<file path="config.mk">
export PLATFORM = sky130hd
export DESIGN_NAME = tdc_meas_sched
export DESIGN_NICKNAME = d
export VERILOG_FILES = /design/src/rtl/timing_pkg.sv /design/src/rtl/tdc_result_fifo.sv /design/src/rtl/tdc_meas_sched.sv
export SDC_FILE = /design/constraint.sdc
export NUM_CORES = 1
export LEC_CHECK = 0
export CORE_UTILIZATION = 58
export DETAILED_ROUTE_END_ITERATION = 16
export PLACE_DENSITY_LB_ADDON = 0.05
export SLEW_MARGIN = 20
export SYNTH_ARGS = -nofsm -noshare
export SYNTH_HDL_FRONTEND = slang
export SYNTH_SLANG_ARGS = --single-unit
</file>
<file path="constraint.sdc">
create_clock -name clk_tf -period 3.8 [get_ports clk_tf]
set_input_delay 0.95 -clock clk_tf [delete_from_list [all_inputs] [get_ports clk_tf]]
set_output_delay 0.95 -clock clk_tf [all_outputs]
set_load 0.02 [all_outputs]
</file>
<file path="src/rtl/timing_pkg.sv">
// Shared types for the TDC measurement sequencer: FSM states,
// result record layout and flag bit positions.
package timing_pkg;

    localparam int COARSE_W  = 24;
    localparam int FINE_W    = 23;
    localparam int FLAG_TMO  = 0;
    localparam int FLAG_OVF  = 1;
    localparam int FLAG_MISS = 2;

    typedef enum logic [1:0] {
        S_idle,
        S_armed,
        S_read,
        S_push
    } meas_state_t;

    typedef struct packed {
        logic [7:0]          seq;
        logic [2:0]          flags;
        logic [COARSE_W-1:0] coarse;
        logic [FINE_W-1:0]   fine;
    } meas_rec_t;

endpackage

</file>
<file path="src/rtl/tdc_result_fifo.sv">
// First-word-fall-through result queue; a pop in the same cycle
// frees room for a push even when full.
module tdc_result_fifo #(
    parameter int Width = 58,
    parameter int Depth = 4
) (
    input  logic             clk_tf,
    input  logic             tf_reset,
    input  logic             push,
    input  logic [Width-1:0] din,
    input  logic             pop,
    output logic [Width-1:0] dout,
    output logic             full,
    output logic             empty
);

    localparam int AW = $clog2(Depth);

    logic [Width-1:0] mem [Depth];
    logic [AW:0]      wr_ptr;
    logic [AW:0]      rd_ptr;
    logic             do_rd;
    logic             do_wr;

    assign empty = (wr_ptr == rd_ptr);
    assign full  = (wr_ptr[AW] != rd_ptr[AW]) &&
                   (wr_ptr[AW-1:0] == rd_ptr[AW-1:0]);
    assign do_rd = pop && !empty;
    assign do_wr = push && (!full || do_rd);
    assign dout  = empty ? '0 : mem[rd_ptr[AW-1:0]];

    always_ff @(posedge clk_tf or posedge tf_reset) begin
        if (tf_reset) begin
            wr_ptr <= '0;
            rd_ptr <= '0;
        end else begin
            if (do_wr) wr_ptr <= wr_ptr + 1'b1;
            if (do_rd) rd_ptr <= rd_ptr + 1'b1;
        end
    end

    always_ff @(posedge clk_tf) begin
        if (do_wr) mem[wr_ptr[AW-1:0]] <= din;
    end

endmodule

</file>
<file path="src/rtl/tdc_meas_sched.sv">
// Per-second TDC start/stop sequencer with tagged result queue.
// Define TDC_TIMEOUT_EN to abandon a measurement after MaxCoarse cycles.
module tdc_meas_sched
    import timing_pkg::*;
#(
    parameter int CoarseWidth = COARSE_W,
    parameter int FineWidth   = FINE_W,
    parameter int FifoDepth   = 4,
    parameter int MaxCoarse   = 96000
) (
    input  logic                                clk_tf,
    input  logic                                tf_reset,
    input  logic                                meas_en,
    input  logic                                tos_mark,
    input  logic                                tdc_stop_next,
    output logic                                tdc_start_next,
    output logic                                tdc_rd_req,
    input  logic                                tdc_rd_ack,
    input  logic [FineWidth-1:0]                tdc_rd_data,
    output logic                                res_valid,
    input  logic                                res_ready,
    output logic [8+3+CoarseWidth+FineWidth-1:0] res_data,
    output logic                                busy
);

`ifdef TDC_TIMEOUT_EN
    localparam bit TmoEn = 1'b1;
`else
    localparam bit TmoEn = 1'b0;
`endif

    localparam int RecW = 8 + 3 + CoarseWidth + FineWidth;

    meas_state_t            state, state_n;
    logic [CoarseWidth-1:0] coarse_cnt;
    logic [CoarseWidth-1:0] coarse_inc;
    logic [CoarseWidth-1:0] coarse_q;
    logic [FineWidth-1:0]   fine_q;
    logic [7:0]             seq;
    logic                   tmo_q;
    logic                   ovf_q;
    logic                   miss_q;
    logic [2:0]             flags;
    logic                   stop_hit;
    logic                   timeout;
    logic                   ack_hit;
    logic                   push;
    logic                   pop;
    logic                   push_ok;
    logic                   fifo_full;
    logic                   fifo_empty;

    assign coarse_inc = (&coarse_cnt) ? coarse_cnt : coarse_cnt + 1'b1;
    assign stop_hit   = (state == S_armed) && tdc_stop_next;
    assign timeout    = TmoEn && (state == S_armed) &&
                        (coarse_cnt == CoarseWidth'(MaxCoarse - 1));
    assign ack_hit    = (state == S_read) && tdc_rd_ack;
    assign push       = (state == S_push);
    assign pop        = res_valid && res_ready;
    assign push_ok    = !fifo_full || pop;
    assign res_valid  = !fifo_empty;
    assign busy       = (state != S_idle);

    always_comb begin
        flags            = '0;
        flags[FLAG_TMO]  = tmo_q;
        flags[FLAG_OVF]  = ovf_q;
        flags[FLAG_MISS] = miss_q;
    end

    always_comb begin
        state_n        = state;
        tdc_start_next = 1'b0;
        unique case (state)
            S_idle: begin
                if (tos_mark && meas_en) begin
                    tdc_start_next = 1'b1;
                    state_n        = S_armed;
                end
            end
            S_armed: begin
                if (stop_hit)     state_n = S_read;
                else if (timeout) state_n = S_push;
            end
            S_read: begin
                if (ack_hit) state_n = S_push;
            end
            S_push:  state_n = S_idle;
            default: state_n = S_idle;
        endcase
    end

    always_ff @(posedge clk_tf or posedge tf_reset) begin
        if (tf_reset) begin
            state      <= S_idle;
            coarse_cnt <= '0;
            coarse_q   <= '0;
            fine_q     <= '0;
            seq        <= '0;
            tmo_q      <= 1'b0;
            ovf_q      <= 1'b0;
            miss_q     <= 1'b0;
            tdc_rd_req <= 1'b0;
        end else begin
            state      <= state_n;
            coarse_cnt <= (state == S_armed) ? coarse_inc : '0;
            if (stop_hit) begin
                coarse_q   <= coarse_inc;
                tmo_q      <= 1'b0;
                tdc_rd_req <= 1'b1;
            end else if (timeout) begin
                coarse_q <= CoarseWidth'(MaxCoarse);
                fine_q   <= '0;
                tmo_q    <= 1'b1;
            end
            if (ack_hit) begin
                fine_q     <= tdc_rd_data;
                tdc_rd_req <= 1'b0;
            end
            if (push) begin
                seq   <= seq + 8'd1;
                ovf_q <= !push_ok;
            end
            // a tos_mark seen during the push cycle belongs to the next record
            miss_q <= (miss_q && !(push && push_ok)) ||
                      (tos_mark && state != S_idle);
        end
    end

    tdc_result_fifo #(
        .Width (RecW),
        .Depth (FifoDepth)
    ) u_fifo (
        .clk_tf   (clk_tf),
        .tf_reset (tf_reset),
        .push     (push),
        .din      ({seq, flags, coarse_q, fine_q}),
        .pop      (pop),
        .dout     (res_data),
        .full     (fifo_full),
        .empty    (fifo_empty)
    );

endmodule

</file>
; ---- After elaboration in Yosys (flattened, before gate mapping)
; Memories as Yosys holds them, arrays and structs flattened.
; Cells that the tools add are included.
[classes]
n_addsub = 4
n_eq_ne = 9
mux = 13
reduce_logical = 22
[ops]
columns = cell, n
row1 = $mux 58, 1
row2 = $mux 24, 2
row3 = $add 24x1->24 const B, 1
row4 = $reduce_and 24->1, 1
row5 = $logic_and 1x1->1, 10
row6 = $add 8x1->8 const B, 1
row7 = $pmux 2 s4, 1
row8 = $add 3x1->3 const B, 2
row9 = $mux 1, 6
row10 = $mux 2, 3
row11 = $ne 2x2->1 const B, 3
row12 = $eq 2x2->1 const B, 2
row13 = $logic_not 1->1, 4
row14 = $reduce_bool 2->1, 2
row15 = $eq 3x3->1, 1
row16 = $logic_or 1x1->1, 3
row17 = $reduce_and 3->1, 1
row18 = $eq 2x1->1 const B, 1
row19 = $eq 2x2->1, 1
row20 = $logic_not 2->1, 1
row21 = $ne 1x1->1, 1
[word_totals]
regBits = 90
ramBits = 228
output_inout_bits = 62
word_cells = 59
mem_count = 1
[mem_list]
columns = memory, depth, word_bits, rd, rd_ports_with_merged_regs, wr, line
row1 = u_fifo.mem, 4, 57, 1, 0, 1, tdc_result_fifo.sv:19  ; logic [Width-1:0] mem [Depth];

; ---- Logic depth before layout (Yosys ltp)
; Gate-level depths: netlist of the first run.
[logic_depth]
word_depth = 8
ltp_mapped = 8

; ---- By module
; A second synthesis of the first run with hierarchy kept.
[unflattened]
hier_cells = 737
area_unflattened_um2 = 12838.6
[modules_own_cells]
columns = mod, n_inst, cells_each, area_per_inst_um2, seq_area_each_um2
row1 = tdc_result_fifo, 1, 404, 9190.1, 7116.8
row2 = tdc_meas_sched, 1, 333, 3648.5, 2102.0

; ---- Least setup slack after synthesis of the first run
; No wires, ideal clock.
[synth_timing]
path_type = input to register
start = input res_ready
end = memory u_fifo.mem[3][0] (netlist name), enable pin
arrival_time_ns = 2.634
required_ns = 3.378
path_slack_ns = 0.744
cell_stages = 2
cell_sequence = o31a_1 > and2_1
[synth_between]
elab_chain_cells = 6
[synth_rtl]
columns = item, line
row1 = "start, declared", tdc_meas_sched.sv:21  ; input logic res_ready,
row2 = $logic_and 1x1->1, tdc_meas_sched.sv:59  ; assign pop = res_valid && res_ready;
row3 = $logic_and 1x1->1, tdc_result_fifo.sv:28  ; assign do_rd = pop && !empty;
row4 = $logic_or 1x1->1, tdc_result_fifo.sv:29  ; assign do_wr = push && (!full || do_rd);
row5 = $logic_and 1x1->1, tdc_result_fifo.sv:29
row6 = $mux 1, tdc_result_fifo.sv:43  ; if (do_wr) mem[wr_ptr[AW-1:0]] <= din;
row7 = $mux 1 (implied by the code), tdc_result_fifo.sv:43
row8 = "end, declared", tdc_result_fifo.sv:19
; No other way between the ends.

; ---- Final worst setup path of the first run
[layout_timing]
start = register u_fifo.rd_ptr[0]
end = output res_data[34]
[layout_between]
elab_chain_cells = 2
elab_cells_between_ends = 3
cone_classes = eq/ne (1) / mux (1) / memory (1)
[layout_rtl]
columns = item, line
row1 = "start, declared", tdc_result_fifo.sv:21  ; logic [AW:0] rd_ptr;
row2 = "start signal, assigned", tdc_result_fifo.sv:38  ; if (do_rd) rd_ptr <= rd_ptr + 1'b1;
row3 = $mem_v2 4x57 / $eq 3x3->1 (equally long branches), -
row4 = $mux 58 *, tdc_result_fifo.sv:30  ; assign dout = empty ? '0 : mem[rd_ptr[AW-1:0]];
row5 = "end, declared", tdc_meas_sched.sv:22  ; output logic [8+3+CoarseWidth+FineWidth-1:0] res_data,
; Mark *: on every way between the ends. The rest lies on a longest branch, timed or not.

==> impl_metrics.py, run 1 <==
metrics = {
    "flow_run": {
        "cap_violations": 0,
    },
    "global_routing": {
        "overflow": 0,
        "antenna_found_initial": 0,
        "grt_pass1_vias": 6681,
        "grt_pass1_wl_um": 36900,
        "grt_usage_pct": 21.8,
        "grt_max_degree": 52,
    },
    "place": {
        "post-dp-hpwl_um": 14300,
        "gp_congestion": 0.772,
        "pre_cts_ws_ps": 575,
        "io_buffers": 90,
    },
    "floorplanning": {
        "rows": 53,
        "die_area_sq_um": 22500,
        "core_sq_um": 21200,
        "initial_utilization_pct": 59.9,
        "die_x_um": 150,
        "num_io_pins": 92,
        "die_y_um": 150,
    },
    "sta": {
        "max_freq_ghz": 0.276,
        "setup_ws_ps": 183,
        "relSlewSlack_pct": 49.4,
        "period_share_pct": 95.2,
        "maxSlewViolCount": 0,
        "clock_skew_ps": 12.8,
        "rsz0062_at_grt": "false",
        "worstMarginPinSlew_ps": 754,
        "tns_ps": 0,
        "period_needed_ps": 3620,
        "hold_viol": 0,
        "setup_viol": 0,
    },
    "synth": {
        "synth_edf_count": 228,
        "yosysSeqAreaShare_pct": 71.6,
        "synth.avg_cell_area_sq_um": 17.7,
        "synth_warnings": 0,
        "synth-async-reset-ratio_pct": 28.3,
        "synthCells": 718,
        "yosys.area.top_type": "edfxtp_1",
        "synth_cell_types": 50,
        "ys_ff_latch": 318,
        "netlist_top_cells_area": "edfxtp_1 54%, dfrtp_1 18%, mux4_2 10%",
        "synthFlopType": "edfxtp_1",
        "syn_nets": 759,
        "syn-cell-area_sq_um": 12700,
        "yosys.area.top_type_share_pct": 53.9,
    },
    "clocking": {
        "clock-sinks": 318,
        "insertion_delay_ps": 540,
        "path_clk_slew_ps": 60,
        "cts_tree": "built",
        "htree_levels": 1,
        "numCtsBuffers": 31,
        "clock_path_buffers": 3,
        "ctsRootBufferMaster": "clkbuf_16",
    },
    "routing": {
        "wl_met3_um": 815,
        "wl_met1_um": 10200,
        "viasPerCell": 5.70,
        "drtAntennaViolNets": 0,
        "wl_per_cell_um": 20.7,
        "drc": 0,
        "route.final.wire_length_um": 23400,
        "routed.top_layer": "met4",
        "wl_met2_um": 12000,
        "drtPass1Iterations": 4,
        "vias": 6425,
        "drtIter0Drc": 412,
    },
    "outcome": {
        "status": "finished, final reports clean",
    },
    "layout": {
        "area_delta_synth_final_pct": 18.8,
        "diodes": 0,
        "drive_gt1_share_pct": 21.0,
        "fin_nets": 870,
    },
    "setup_path": {
        "cp_top_family": "buffers and inverters",
        "crit_buf_inv": 2,
        "path_depth": 4,
        "crit_start": "u_fifo.rd_ptr[0]$_DFFE_PP0P_",
        "cp.required_ps": 2850,
        "rr_startpoint": "state[0]$_DFFE_PP0P_",
        "arrival_ps": 2670,
        "path_cells": "buf_16, mux4_2, and2_1, clkdlybuf4s50_1",
        "path_class": "register to primary output",
        "endpoint": "res_data[34]",
        "critical_path.max_fanout": 32,
        "reg2reg_depth": 4,
        "r2r_slack_ps": 1370,
        "reg2reg_to": "u_fifo.mem[2][44]$_DFFE_PP_",
        "slowest_stage": "mux4_2",
        "worst_setup_path_start_kind": "register",
        "cpPeakStageDelay_ps": 550,
        "worstSetupEndpointType": "primary output",
    },
    "power_and_ir_drop": {
        "p_leak_nw": 5.54,
        "power.switching_mw": 3.79,
        "p_sw_share_pct": 30.6,
        "p_per_area_nw_per_um2": 822,
        "p_int_mw": 8.61,
        "p_seq_share_pct": 39.3,
        "p_comb_share_pct": 35.3,
        "clkPwrFrac_pct": 25.4,
        "peakVddDrop_uv": 447,
    },
    "worst_hold_path": {
        "hold_path.class": "register to register",
    },
}
[cell usage after synthesis (2+ instances only)]
cell type	n
edfxtp_1	228
dfrtp_1	90
and2_1	69
mux4_2	57
nand2_1	38
mux2_2	29
nor2_1	28
xnor2_1	23
clkbuf_1	20
o21ai_0	19
ha_1	11
inv_1	11
a21oi_1	9
xor2_1	9
buf_2	8
nand3_1	7
nand4_1	7
a311oi_1	6
and3_1	4
buf_6	3
nand4_4	3
o21ai_1	3
a211oi_1	2
a21o_1	2
a31oi_1	2
and3_2	2
buf_1	2
buf_4	2
nor3_1	2
nor3_4	2
[worst reg2reg max path, cell delays in order (launching register included)]
cell and delay (ps):
dfrtp_1 420, ha_1 390, o31a_1 450, and2_2 580
buf_12 280
[how the worst min path moves through the flow]
stage | from | cells past startpoint | endpoint
after global placement | u_fifo.wr_ptr[2]$_DFFE_PP0N_ | 1 | u_fifo.wr_ptr[2]$_DFFE_PP0N_
after floorplan | u_fifo.wr_ptr[2]$_DFFE_PP0N_ | 1 | u_fifo.wr_ptr[2]$_DFFE_PP0N_
after detailed placement | u_fifo.wr_ptr[2]$_DFFE_PP0N_ | 1 | u_fifo.wr_ptr[2]$_DFFE_PP0N_
final | u_fifo.wr_ptr[2]$_DFFE_PP0N_ | 1 | u_fifo.wr_ptr[2]$_DFFE_PP0N_
after CTS | u_fifo.wr_ptr[2]$_DFFE_PP0N_ | 1 | u_fifo.wr_ptr[2]$_DFFE_PP0N_
after global routing | fine_q[8]$_DFFE_PP0P_ | 0 | u_fifo.mem[3][8]$_DFFE_PP_
[cell type report]
class | count | area [sq um]
Sequential cell | 318 | 9100
Fill cell | 1361 | 6130
Multi-Input combinational cell | 353 | 3400
Timing Repair Buffer | 114 | 1140
Clock buffer | 40 | 820
Tap cell | 275 | 344
Clock inverter | 17 | 241
Inverter | 11 | 43.8
[state kept, by name, indices dropped and copies added, names as in the netlist, 2 cells and up]
signal and flops:
u_fifo.rd_ptr 3, state 2, u_fifo.wr_ptr 3, coarse_cnt 24
u_fifo.mem 228, fine_q 23, seq 8, coarse_q 24
[repair_timing]
action / in CTS / in global routing
gates resized for setup: 0 / 2
endpoints found under the hold margin: 0 / 0
hold buffers: 0 / 0
buffers inserted: 0 / 5
setup endpoints to repair: 0 / 26
[layout by cell type, fill, tap and decap left out, drive strengths merged, types with 2 or more instances in the layout]
| cell | count |
|---|---|
| a31oi | 2 |
| nand4 | 11 |
| o21ai | 22 |
| xor2 | 9 |
| dfrtp | 90 |
| bufinv | 6 |
| a211oi | 2 |
| clkbuf | 40 |
| nor3 | 4 |
| clkdlybuf4s50 | 90 |
| inv | 13 |
| buf | 24 |
| and4 | 2 |
| mux2 | 29 |
| xnor2 | 23 |
| and3 | 6 |
| a21o | 2 |
| nand2 | 38 |
| and2 | 70 |
| nor2 | 28 |
| edfxtp | 228 |
| a311oi | 6 |
| ha | 11 |
| mux4 | 57 |
| clkinv | 8 |
| nor4b | 2 |
| a21oi | 9 |
| nand3 | 8 |
[metrics by stage]
stage / std cells / utilization, % / instance area (sq um) / hold WS (ps) / power, mW
CTS: 1123 / 70.9 / 15000 / 504 / 12.5
detailed placement: 1066 / 65.9 / 14000 / 492 / 9.33
finish: 1128 / 71.1 / 15100 / 500 / 12.4
global placement: 1066 / 65.9 / 14000 / 479 / 9.21
floorplan: 718 / - / 12700 / 462 / 7.52
global route: 1128 / 71.1 / 15100 / 523 / 13.0
[power by group through the flow]
stage          Sequential, mW  Clock (mW)  Combinational [mW]
3_3_place_gp             4.90           0                4.32
2_1_floorplan            4.81           0                2.71
6_report                 4.88        3.15                4.37
3_5_place_dp             4.96           0                4.36
5_1_grt                  4.94        3.35                4.68
4_1_cts                  4.90        3.20                4.38
[cell families (layout without fill, tap and decap cells)]
| logic type | count (synthesis) | in the layout | synth area share (%) |
|---|---|---|---|
| fa+ha+maj | 11 | 11 | 1.08 |
| xor+xnor | 32 | 32 | 2.21 |
| simple gates | 174 | 174 | 8.28 |
| mux | 87 | 87 | 12.8 |
| buf+inv | 47 | 182 | 1.71 |
| flops | 318 | 318 | 71.6 |
| compound gates | 48 | 48 | 2.31 |
| other cells | 1 | 1 | 0.0295 |
[metal layers]
layer	up-vias	global-route usage, %
met5	-	0
met4	0	5.10
met3	29	2.99
met2	117	36.8
met1	3332	30.3
li1	2947	-
No activity file was read; power rests on OpenSTA's default activity.
==> run 2: changes to the inputs <==
CAP_MARGIN = 30   (was not set)
==> results of run 2 <==
No change in the layout: final DEF, timing and power equal those of run 1.
